**config.mk**
```make
export PLATFORM = sky130hd
export DESIGN_NAME = bus_master_if_flat
export DESIGN_NICKNAME = d
export VERILOG_FILES = /design/src/rtl/bus_master_if_if.sv /design/src/rtl/bus_master_if.sv /design/src/flat_wrapper.sv
export SDC_FILE = /design/constraint.sdc
export NUM_CORES = 1
export LEC_CHECK = 0
export CORE_MARGIN = 4
export CORE_UTILIZATION = 65
export CTS_CLUSTER_SIZE = 20
export DETAILED_ROUTE_END_ITERATION = 10
export DONT_BUFFER_PORTS = 1
export PLACE_DENSITY = 0.78
export SLEW_MARGIN = 40
export SYNTH_ARGS = -nofsm -noshare
export SYNTH_HDL_FRONTEND = slang
export SYNTH_SLANG_ARGS = --single-unit
```
**constraint.sdc**
```tcl
create_clock -name clk -period 2.94 [get_ports clk]
set_input_delay 0.588 -clock clk [delete_from_list [all_inputs] [get_ports clk]]
set_output_delay 0.588 -clock clk [all_outputs]
set_load 0.02 [all_outputs]
```
**src/rtl/bus_master_if_if.sv**
```systemverilog
// Shared word bus as seen by one initiator: arbitration handshake, address phase
// and the muxed slave return path.
interface bus_master_if_if;
    localparam int unsigned ADDR_W = 30;
    localparam int unsigned DATA_W = 32;

    logic              bus_req_n;
    logic              bus_grnt_n;
    logic [ADDR_W-1:0] bus_addr;
    logic              bus_as_n;
    logic              bus_rw;
    logic [DATA_W-1:0] bus_wr_data;
    logic [DATA_W-1:0] bus_rd_data;
    logic              bus_rdy_n;

    modport master (
        output bus_req_n, bus_addr, bus_as_n, bus_rw, bus_wr_data,
        input  bus_grnt_n, bus_rd_data, bus_rdy_n
    );

    modport slave (
        input  bus_req_n, bus_addr, bus_as_n, bus_rw, bus_wr_data,
        output bus_grnt_n, bus_rd_data, bus_rdy_n
    );
endinterface

```
**src/rtl/bus_master_if.sv**
```systemverilog
// Bus initiator: takes one core access, arbitrates for the bus, strobes the address
// and returns read data to the core, aborting on a ready timeout.
module bus_master_if #(
    parameter int unsigned TIMEOUT_CYCLES = 16,
    parameter int unsigned CNT_W          = 8,
    localparam int unsigned ADDR_W = 30,
    localparam int unsigned DATA_W = 32
) (
    input  logic              clk,
    input  logic              reset,
    input  logic              core_as_n,
    input  logic [ADDR_W-1:0] core_addr,
    input  logic              core_rw,
    input  logic [DATA_W-1:0] core_wr_data,
    input  logic              core_stall,
    input  logic              core_flush,
    output logic [DATA_W-1:0] core_rd_data,
    output logic              core_busy,
    output logic              core_err,
    bus_master_if_if.master   bus
);

    typedef enum logic [1:0] {IDLE, REQ, ACCESS, STALL} state_t;

    // Last ACCESS cycle index that may still see ready before the access is aborted.
    localparam logic [CNT_W-1:0] CNT_LAST = CNT_W'(TIMEOUT_CYCLES - 1);
    localparam logic [CNT_W-1:0] CNT_MAX  = {CNT_W{1'b1}};

    state_t            state_q, state_d;
    logic              req_n_q, req_n_d;
    logic              as_n_q, as_n_d;
    logic              rw_q, rw_d;
    logic [ADDR_W-1:0] addr_q, addr_d;
    logic [DATA_W-1:0] wdata_q, wdata_d;
    logic [DATA_W-1:0] rdata_q, rdata_d;
    logic              err_q, err_d;
    logic [CNT_W-1:0]  cnt_q, cnt_d;

    // State and output registers
    always_ff @(posedge clk) begin
        if (reset) begin
            state_q <= IDLE;
            req_n_q <= 1'b1;
            as_n_q  <= 1'b1;
            rw_q    <= 1'b1;
            addr_q  <= '0;
            wdata_q <= '0;
            rdata_q <= '0;
            err_q   <= 1'b0;
            cnt_q   <= '0;
        end else begin
            state_q <= state_d;
            req_n_q <= req_n_d;
            as_n_q  <= as_n_d;
            rw_q    <= rw_d;
            addr_q  <= addr_d;
            wdata_q <= wdata_d;
            rdata_q <= rdata_d;
            err_q   <= err_d;
            cnt_q   <= cnt_d;
        end
    end

    // Next-state, next-output and core_busy decode
    always_comb begin
        state_d   = state_q;
        req_n_d   = req_n_q;
        as_n_d    = 1'b1;
        rw_d      = rw_q;
        addr_d    = addr_q;
        wdata_d   = wdata_q;
        rdata_d   = rdata_q;
        err_d     = 1'b0;
        cnt_d     = cnt_q;
        core_busy = 1'b0;

        case (state_q)
            IDLE: begin
                if (!core_as_n && !core_flush) begin
                    core_busy = 1'b1;
                    addr_d    = core_addr;
                    rw_d      = core_rw;
                    wdata_d   = core_wr_data;
                    req_n_d   = 1'b0;
                    state_d   = REQ;
                end
            end
            REQ: begin
                core_busy = 1'b1;
                if (!bus.bus_grnt_n) begin
                    as_n_d  = 1'b0;
                    cnt_d   = '0;
                    state_d = ACCESS;
                end
            end
            ACCESS: begin
                core_busy = 1'b1;
                // Ready wins over an expiring counter in the same cycle.
                if (!bus.bus_rdy_n || cnt_q == CNT_LAST) begin
                    req_n_d = 1'b1;
                    state_d = core_stall ? STALL : IDLE;
                    if (!bus.bus_rdy_n) begin
                        if (rw_q) begin
                            rdata_d = bus.bus_rd_data;
                        end
                    end else begin
                        err_d = 1'b1;
                        if (rw_q) begin
                            rdata_d = '0;
                        end
                    end
                end else if (cnt_q != CNT_MAX) begin
                    cnt_d = cnt_q + CNT_W'(1);
                end
            end
            STALL: begin
                if (!core_stall) begin
                    state_d = IDLE;
                end
            end
            default: state_d = IDLE;
        endcase
    end

    assign bus.bus_req_n   = req_n_q;
    assign bus.bus_as_n    = as_n_q;
    assign bus.bus_rw      = rw_q;
    assign bus.bus_addr    = addr_q;
    assign bus.bus_wr_data = wdata_q;
    assign core_rd_data    = rdata_q;
    assign core_err        = err_q;

endmodule
```
**src/flat_wrapper.sv**
```systemverilog
// flat-port wrapper written by rule: the top's interface ports become plain ports
module bus_master_if_flat 
#(
    parameter int unsigned TIMEOUT_CYCLES = 16,
    parameter int unsigned CNT_W          = 8,
    localparam int unsigned ADDR_W = 30,
    localparam int unsigned DATA_W = 32
)
  (clk, reset, core_as_n, core_addr, core_rw, core_wr_data, core_stall, core_flush, core_rd_data, core_busy, core_err, bus_bus_req_n, bus_bus_addr, bus_bus_as_n, bus_bus_rw, bus_bus_wr_data, bus_bus_grnt_n, bus_bus_rd_data, bus_bus_rdy_n);
  bus_master_if_if bus_i ();
  input  logic clk;
  input  logic reset;
  input  logic core_as_n;
  input  logic [ADDR_W-1:0] core_addr;
  input  logic core_rw;
  input  logic [DATA_W-1:0] core_wr_data;
  input  logic core_stall;
  input  logic core_flush;
  output logic [DATA_W-1:0] core_rd_data;
  output logic core_busy;
  output logic core_err;
  output wire logic [$bits(bus_i.bus_req_n)-1:0] bus_bus_req_n;
  output wire logic [$bits(bus_i.bus_addr)-1:0] bus_bus_addr;
  output wire logic [$bits(bus_i.bus_as_n)-1:0] bus_bus_as_n;
  output wire logic [$bits(bus_i.bus_rw)-1:0] bus_bus_rw;
  output wire logic [$bits(bus_i.bus_wr_data)-1:0] bus_bus_wr_data;
  input wire logic [$bits(bus_i.bus_grnt_n)-1:0] bus_bus_grnt_n;
  input wire logic [$bits(bus_i.bus_rd_data)-1:0] bus_bus_rd_data;
  input wire logic [$bits(bus_i.bus_rdy_n)-1:0] bus_bus_rdy_n;
  assign bus_bus_req_n = bus_i.bus_req_n;
  assign bus_bus_addr = bus_i.bus_addr;
  assign bus_bus_as_n = bus_i.bus_as_n;
  assign bus_bus_rw = bus_i.bus_rw;
  assign bus_bus_wr_data = bus_i.bus_wr_data;
  assign bus_i.bus_grnt_n = bus_bus_grnt_n;
  assign bus_i.bus_rd_data = bus_bus_rd_data;
  assign bus_i.bus_rdy_n = bus_bus_rdy_n;
  bus_master_if #(.TIMEOUT_CYCLES(TIMEOUT_CYCLES), .CNT_W(CNT_W)) u_core (.clk(clk), .reset(reset), .core_as_n(core_as_n), .core_addr(core_addr), .core_rw(core_rw), .core_wr_data(core_wr_data), .core_stall(core_stall), .core_flush(core_flush), .core_rd_data(core_rd_data), .core_busy(core_busy), .core_err(core_err), .bus(bus_i));
endmodule
```
# Word-level counts from Yosys, hierarchy flattened
# Index checks and enable logic that the tools add are counted.
dict set report classes {
  add_sub_neg 1
  eq_ne 11
  mux 20
  n_bitwise 3
  n_reduce_logical 16
}
# operator count
set ops {}
lappend ops {{$mux 32} 3}
lappend ops {{$mux 8} 3}
lappend ops {{$pmux 8 s2} 1}
lappend ops {{$mux 2} 5}
lappend ops {{$add 8x1->8 const B} 1}
lappend ops {{$eq 8x4->1 const B} 1}
lappend ops {{$ne 8x8->1 const B} 1}
lappend ops {{$pmux 2 s4} 1}
lappend ops {{$reduce_and 4->1} 2}
lappend ops {{$ne 2x1->1 const B} 3}
lappend ops {{$ne 2x2->1 const B} 3}
lappend ops {{$reduce_and 3->1} 2}
lappend ops {{$mux 1} 5}
lappend ops {{$eq 2x2->1 const B} 2}
lappend ops {{$pmux 1 s2} 2}
lappend ops {{$reduce_bool 2->1} 2}
lappend ops {{$reduce_or 2->1} 2}
lappend ops {{$logic_not 1->1} 3}
lappend ops {{$not 1->1} 3}
lappend ops {{$reduce_or 3->1} 1}
lappend ops {{$eq 2x1->1 const B} 1}
lappend ops {{$logic_not 2->1} 1}
lappend ops {{$reduce_and 2->1} 1}
lappend ops {{$logic_and 1x1->1} 1}
lappend ops {{$logic_or 1x1->1} 1}
dict set report word_totals {
  regBits 108
  in_bits 102
  out_inout_bits 99
  word_cells 60
}

# Logic depth before layout (Yosys ltp)
# Gate-level depths: netlist (run 1).
dict set report logic_depth {
  word_depth 4
  ltp_mapped 7
  ltp_nobuf 6
}

# Worst setup path before layout (run 1)
# OpenSTA, ideal clock, no wires.
dict set report synth_path {
  kind {input to output}
  start {input core_flush}
  end {output core_busy}
  arrival_time_ns 1.703
  t_required_ns 2.352
  setup_slack_ns 0.649
  cell_stages 6
  n_path_buf 2
  path_cell_list {nor2_1 > and2_1 > clkbuf_1 > clkbuf_1 > nor2_1 > nor2_1}
}
dict set report synth_between {
  elab_chain_cells 4
}
# element line_no
set synth_lines {}
lappend synth_lines {{from (decl)} flat_wrapper.sv:18} ;# input logic core_flush;
lappend synth_lines {{$logic_not 1->1} bus_master_if.sv:79} ;# if (!core_as_n && !core_flush) begin
lappend synth_lines {{$logic_and 1x1->1} bus_master_if.sv:79}
lappend synth_lines {{$mux 1} bus_master_if.sv:79}
lappend synth_lines {{$pmux 1 s2} bus_master_if.sv:77} ;# case (state_q)
lappend synth_lines {{to (decl)} flat_wrapper.sv:20} ;# output logic core_busy;
# No other way between the ends.

# Worst setup path in the final report (run 1)
dict set report layout_path {
  start {register u_core.state_q[1]}
  end {output core_busy}
}
dict set report layout_between {
  elab_chain_cells 3
  word_cells_on_any_way 5
  classes_between {eq/ne (2); mux (1); reduce/logical (2)}
}
# element line_no
set layout_lines {}
lappend layout_lines {{from (decl)} bus_master_if.sv:29} ;# state_t state_q, state_d;
lappend layout_lines {{from (signal assigned)} bus_master_if.sv:52} ;# state_q <= state_d;
lappend layout_lines {{$eq 2x1->1 or $eq 2x2->1 (tied branches)} bus_master_if.sv:77}
lappend layout_lines {{$reduce_or 2->1 (no source line)} n/a}
lappend layout_lines {{$pmux 1 s2 (*)} bus_master_if.sv:77}
# Every way passes the cells marked *; elsewhere a longest branch is shown, timed or not.

==> results.md, run 1 <==
* Worst slew pin tran at 0.592 ns
* Die Span Y at 89.6 um
* Synth warn at 0
* Core area at 6420 sq um
* DRC errors left at 0
* Sequential fraction of the synthesis area at 49.9%
* Worst hold-check path type: in -> reg
* Synthesized flop and latch total at 108
* Drt pass-1 iters at 4
* Critical R2R Launch: u_core.state_q[0]$_SDFFE_PP0P_
* Mapped Avg Cell Area at 8.22 sq um
* I/O Pins at 201
* Clock slew at reported path FFs at 0.10 ns
* DPL Wire Length at 6.72 mm
* Vias in the first global route at 3056
* Routed vias at 3525
* Async SR Flop Fraction at 0%
* Crit share post-route at 76.5%
* Cells after Synth at 527
* Clock root cell: clkbuf_8
* Congestion Overflow GR at 0
* Relative slew slack at 60.5%
* Crit path launch: u_core.state_q[1]$_SDFFE_PP0P_
* Post-Syn Nets at 636
* CP Capture Type: primary output
* CTS H-tree depth at 3
* Layout Skew at 0.0108 ns
* Total CTS buffers at 9
* Clock sink total at 108
* Worst flop-to-flop path endpoint: u_core.cnt_q[3]$_SDFFE_PP0P_
* Worst skew pair latency at 0.34 ns
* Area Overhead vs Synth at 4.04%
* Pins Over Slew Limit at 0
* CTS tree: yes
* Area of placed instances at 4300 sq um
* WL final at 10.1 mm
* Synth Cell Area at 4330 sq um
* RSZ-0062 raised after global routing: no
* Final Cell Area at 4510 sq um
* Post-synth EDFFs at 0
* Share of layout cells above drive strength 1 at 5.59%
* Largest net degree at the start of global routing at 111
* Critical-path maximum fanout at 5
* Setup-failing EPs final at 0
* Routed len/inst at 17.4 um
* Clock tree buffer depth at 2
* Worst Hold Depth at 1
* Highest Clock Rate at 445 MHz
* Slowest cell on crit path: dfxtp_1
* # nets final at 607
* Port bufs at 0
* Initial antenna violation count at 0
* Setup TNS at 0 ns
* CP cell instances: inv_1 -> ha_1 -> nor2_1 -> nor2_1
* DR vias/cell at 6.10
* Power Density at 760 nW/um^2
* P_leak at 0.00147 uW
* N_diodes at 0
* CP arrival at 1.66 ns
* Drt first-iter violations at 226
* Critical path class: reg -> out
* Maximum VDD drop at 463 uV
* Routed Antenna Nets at 0
* Post-layout util at 70.2%
* Worst Path Required at 2.35 ns
* Slowest Stage Delay on Critical Path at 0.42 ns
* Synth Flop Type: dfxtp_1
* Die area at 8040 sq um
* Width of the die at 89.6 um
* Cts hold-fix bufs at 0
* Reg2reg setup slack at 0.71 ns
* Minimum clock period at 2.25 ns
* First-pass GRT wire length at 14.7 mm
* Yosys cell types at 44
* Final Hold Viols at 0
* GRT Overall Usage at 22.9%
* Most used cell, CP: nor2_1
* Reg2Reg Depth at 6
* Std cell rows at 29
* Post-CTS Setup Inserts at 0
* MaxCap Viol Count at 0
* Hold Path End: u_core.bus.bus_addr[10]$_SDFFE_PP0P_
* Status: finished, final reports clean
* Initial core utilization at 67.5%
* Min-Delay Startpoint: reset
* Post-cts sizing count at 0
* Startpoint Class: flop
* RD Place Congestion at 0.847
==> area by class of cell <==
cell class                      instances  area (sq um)
Sequential cell                       108          2160
Multi-Input combinational cell        371          1980
Fill cell                             524          1910
Clock buffer                           10           138
Tap cell                               77          96.3
Clock inverter                          4          75.1
Timing Repair Buffer                    6          45.0
Inverter                                2          7.51
==> power by group <==
group | total [uW] | switching [uW] | internal [uW]
Combinational | 621 | 427 | 194
Clock | 955 | 461 | 494
Sequential | 1850 | 249 | 1600
==> logic make-up (layout without fill, tap and decap cells) <==
group / after synthesis / after routing / synth area share [%]
AOI/OAI and AO/OA: 158 / 158 / 19.6
DFF: 108 / 108 / 49.9
adders and majority gates: 7 / 7 / 2.02
buffers and inverters: 48 / 22 / 4.39
and+or+nand+nor: 206 / 206 / 24.1
==> cells in the final DEF, fill, tap and decap left out, types with 2 or more instances in the layout <==
| master | n |
|---|---|
| a21oi_1 | 100 |
| a311oi_1 | 2 |
| a31oi_1 | 4 |
| a41oi_1 | 2 |
| and3_1 | 2 |
| buf_4 | 6 |
| bufinv_16 | 2 |
| clkbuf_8 | 10 |
| clkinvlp_4 | 2 |
| dfxtp_1 | 108 |
| ha_1 | 7 |
| inv_1 | 2 |
| nand2_1 | 134 |
| nand2b_1 | 3 |
| nand3_1 | 5 |
| nand3b_1 | 2 |
| nand4_1 | 4 |
| nand4b_1 | 33 |
| nor2_1 | 5 |
| nor3_1 | 2 |
| o21ai_0 | 40 |
| or4b_1 | 2 |
==> stage by stage <==
stage / hold WS, ns / cells / power (uW) / setup slack, ns
2_1_floorplan: 0.479 / 527 / 2390 / 0.649
3_3_place_gp: 0.496 / 564 / 2480 / 0.881
3_5_place_dp: 0.492 / 564 / 2510 / 0.711
4_1_cts: 0.286 / 578 / 3450 / 0.673
5_1_grt: 0.280 / 578 / 3600 / 0.540
6_report: 0.302 / 578 / 3430 / 0.691
==> how the worst max path moves through the flow <==
stage | to | slack, ns | cells after the start
2_1_floorplan | core_busy | 0.65 | 6
3_3_place_gp | u_core.cnt_q[3]$_SDFFE_PP0P_ | 0.88 | 6
3_5_place_dp | u_core.cnt_q[3]$_SDFFE_PP0P_ | 0.71 | 6
4_1_cts | core_busy | 0.67 | 4
5_1_grt | u_core.cnt_q[3]$_SDFFE_PP0P_ | 0.54 | 6
6_report | core_busy | 0.69 | 4
==> flip-flops by register name, summed over array words and instances (netlist names) <==
name and flops:
u_core.bus.bus_addr 30, u_core.bus.bus_as_n 1, u_core.bus.bus_req_n 1, u_core.bus.bus_rw 1, u_core.bus.bus_wr_data 32, u_core.cnt_q 8, u_core.core_err 1, u_core.core_rd_data 32
u_core.state_q 2
==> worst max-delay path: cells and delay by family, from the launching register on <==
| kind | cells | cell delay (ns) |
|---|---|---|
| adder cells (fa/ha/maj) | 1 | 0.37 |
| buffers and inverters | 1 | 0.13 |
| flip-flops | 1 | 0.42 |
| AND/OR/NAND/NOR | 2 | 0.40 |
==> per-layer routing <==
layer | up-vias | GRT usage, % | part of all wire (%)
met2 | 152 | 36.2 | 49
li1 | 1770 | - | -
met1 | 1593 | 28.1 | 38
met3 | 10 | 9.03 | 12
met5 | - | 0 | 0
met4 | 0 | 8.93 | 1.3
==> cells in the mapped netlist, types with 2 or more instances <==
cell / count / area [sq um]
a311oi_1: 2 / 17.5
inv_1: 2 / 7.51
ha_1: 7 / 87.6
nand4b_1: 33 / 289
nand3_1: 5 / 25.0
nand3b_1: 2 / 15.0
buf_2: 2 / 10.0
clkbuf_2: 3 / 15.0
dfxtp_1: 108 / 2160
nand4_1: 4 / 25.0
a41oi_1: 2 / 17.5
and2_1: 2 / 12.5
nor3_1: 2 / 10.0
and3_1: 2 / 12.5
nand2b_1: 3 / 18.8
o21ai_0: 40 / 200
a31oi_1: 4 / 25.0
nor2_1: 5 / 18.8
clkbuf_1: 40 / 150
or4b_1: 2 / 20.0
a21oi_1: 100 / 500
nand2_1: 135 / 507
Power figures use the tool's default switching activity.
==> inputs of run 2 (changes only) <==
CORE_UTILIZATION = 62   (was 65)
PLACE_DENSITY = 0.75   (was 0.78)
clock period = 2.1 ns   (was 2.94 ns; I/O delays follow)
==> run 2 against run 1 <==
Effect of this change: via count is 2.6% higher; worst setup slack lost 0.54 ns; register-to-register slack got worse by 0.50 ns; cell area rose by 2.0%; utilization shrank 2.5 points; flip-flop and latch count unchanged; first-iteration DRC count shrank 6.2%; clock power up 45%; power grew 43%.
==> results.md, run 2 (synthesis gave the netlist of run 1 again) <==
* Initial core utilization at 63.8% (-3.7 points)
* Critical path class: reg -> out
* Most used cell, CP: nor2_1
* Minimum clock period at 1.95 ns
* Port bufs at 0 (unchanged)
* Setup-failing EPs final at 0 (unchanged)
* RSZ-0062 raised after global routing: no
* DR vias/cell at 6.00 (-1.6%)
* DPL Wire Length at 6.75 mm (+0.46%)
* Sw Ratio at 33.2% (about the same)
* CTS H-tree depth at 3 (unchanged)
* Slowest cell on crit path: dfxtp_2
* N_diodes at 0 (unchanged)
* Vias in the first global route at 3483 (+14%)
* CP cell instances: inv_1 -> ha_1 -> and2_2 -> nor2_1 -> nor2_1 -> buf_4
* Hold Worst Slack at 0.122 ns (-0.180 ns)
* CP arrival at 1.53 ns (-0.13 ns)
* Final Hold Viols at 0 (unchanged)
* Die Span Y at 91.6 um (+2.2%)
* # nets final at 611 (+0.66%)
* Area Overhead vs Synth at 6.09%
* Congestion Overflow GR at 0 (unchanged)
* GRT Overall Usage at 23.4% (+0.50 points)
* First-pass GRT wire length at 16.4 mm (+11%)
* WP buf/inv at 2 (+1)
* Relative slew slack at 60.2% (-0.34 points)
* Pins Over Slew Limit at 0 (unchanged)
* Std cell rows at 30 (+3.4%)
* Setup TNS at 0 ns (unchanged)
* Worst hold-check path type: in -> reg
* Routed len/inst at 16.8 um (-3.7%)
* Initial antenna violation count at 0 (unchanged)
* Clock slew at reported path FFs at 0.10 ns (about the same)
* Fin cells at 603 (+4.3%)
* Total CTS buffers at 9 (unchanged)
* Share of layout cells above drive strength 1 at 7.30% (+1.7 points)
* Routed Antenna Nets at 0 (unchanged)
* Width of the die at 91.6 um (+2.2%)
* Sequential power share at 52.8% (-1.2 points)
* Power Density at 1070 nW/um^2 (+40%)
* P_leak at 0.00150 uW (+2.4%)
* Net Switching at 1630 uW (+43%)
* Placed Instances at 587 (+4.1%)
* DRC errors left at 0 (unchanged)
* Clock power frac at 28.1% (+0.2 points)
* Layout Skew at 0.0134 ns (+0.00256 ns)
* Drt first-iter violations at 212 (-6.2%)
* Die area at 8390 sq um (+4.4%)
* Family with the most delay on the worst path: flip-flops
* CP Capture Type: primary output
* Critical-path maximum fanout at 5 (unchanged)
* Largest net degree at the start of global routing at 111 (unchanged)
* FILL cells at 580 (+11%)
* Clock sink total at 108 (unchanged)
* CTS tree: yes
* Logic pwr share at 19.1% (+1.0 points)
* Worst skew pair latency at 0.36 ns (+0.02 ns)
* Cts hold-fix bufs at 0 (unchanged)
* Startpoint Class: flop
* Crit share post-route at 92.9%
* Routed vias at 3617 (+2.6%)
* RD Place Congestion at 0.826 (-2.4%)
* Drt pass-1 iters at 4 (unchanged)
* Most common cell after layout, fill and taps aside: nand2_1
* Core area at 6790 sq um (+5.8%)
* Worst Path Required at 1.68 ns (-0.67 ns)
* WL final at 10.1 mm (+0.45%)
* Maximum VDD drop at 560 uV (+21%)
* MaxCap Viol Count at 0 (unchanged)
* Commonest cells after routing, fill and taps aside: 134 x nand2_1, 106 x dfxtp_1, 100 x a21oi_1
* Clock tree buffer depth at 2 (unchanged)
* Worst slew pin tran at 0.597 ns (+0.00517 ns)
* Highest Clock Rate at 513 MHz
* Post-CTS Setup Inserts at 0 (unchanged)
* Clock root cell: clkbuf_8
* Slowest Stage Delay on Critical Path at 0.38 ns (-0.04 ns)
* Status: finished, final reports clean
* Int Power at 3280 uW (+43%)
* I/O Pins at 201 (unchanged)
[run 2: area by class of cell]
cell class	instances	area, sq um	share of cell area (%)
flip-flops and latches	108	2160	47.1
multi-input cells	371	1990	43.3
clock buffers	11	141	3.08
well taps	96	120	2.61
repair buffers	10	87.6	1.91
clock inverters	5	85.1	1.85
inverters	2	7.51	0.163
[run 2: metrics by stage]
step	setup slack [ns]	util (%)	total power, uW	instance area (sq um)
after CTS	0.0646	67.6	4930	4590
after detailed placement	0.0881	64.3	3570	4370
after global routing	0.0288	67.7	5170	4600
after floorplan	0.0702	-	3340	4330
final	0.150	67.7	4910	4600
after global placement	0.219	64.3	3530	4370
[run 2: final timing paths]
kind	depth (start not counted)	end	from	slack, ns
setup / recovery	6	core_busy	u_core.state_q[0]$_SDFFE_PP0P_	0.15
hold / removal	1	u_core.bus.bus_addr[15]$_SDFFE_PP0P_	reset	0.12
hold reg to reg	2	u_core.cnt_q[1]$_SDFFE_PP0P_	u_core.cnt_q[1]$_SDFFE_PP0P_	0.52
setup reg to reg	7	u_core.cnt_q[4]$_SDFFE_PP0P_	u_core.state_q[0]$_SDFFE_PP0P_	0.21
[run 2: layer usage]
metal	global-route usage, %	part of all wire, %	up-vias
li1	-	-	1781
met1	27.8	40	1667
met2	38.0	47	149
met3	8.86	11	20
met4	9.30	2.0	0
met5	0	0	-
[run 2: power groups by stage]
stage | Sequential [uW] | Combinational (uW) | Clock, uW
global placement | 2630 | 896 | 0
detailed placement | 2640 | 929 | 0
finish | 2590 | 936 | 1380
global route | 2620 | 1070 | 1480
CTS | 2590 | 934 | 1400
floorplan | 2600 | 747 | 0
[run 2: repair_timing]
action                                 in CTS  in global routing
endpoints found under the hold margin       0                  0
resized for setup                           0                  3
setup endpoints to repair                   0                  3
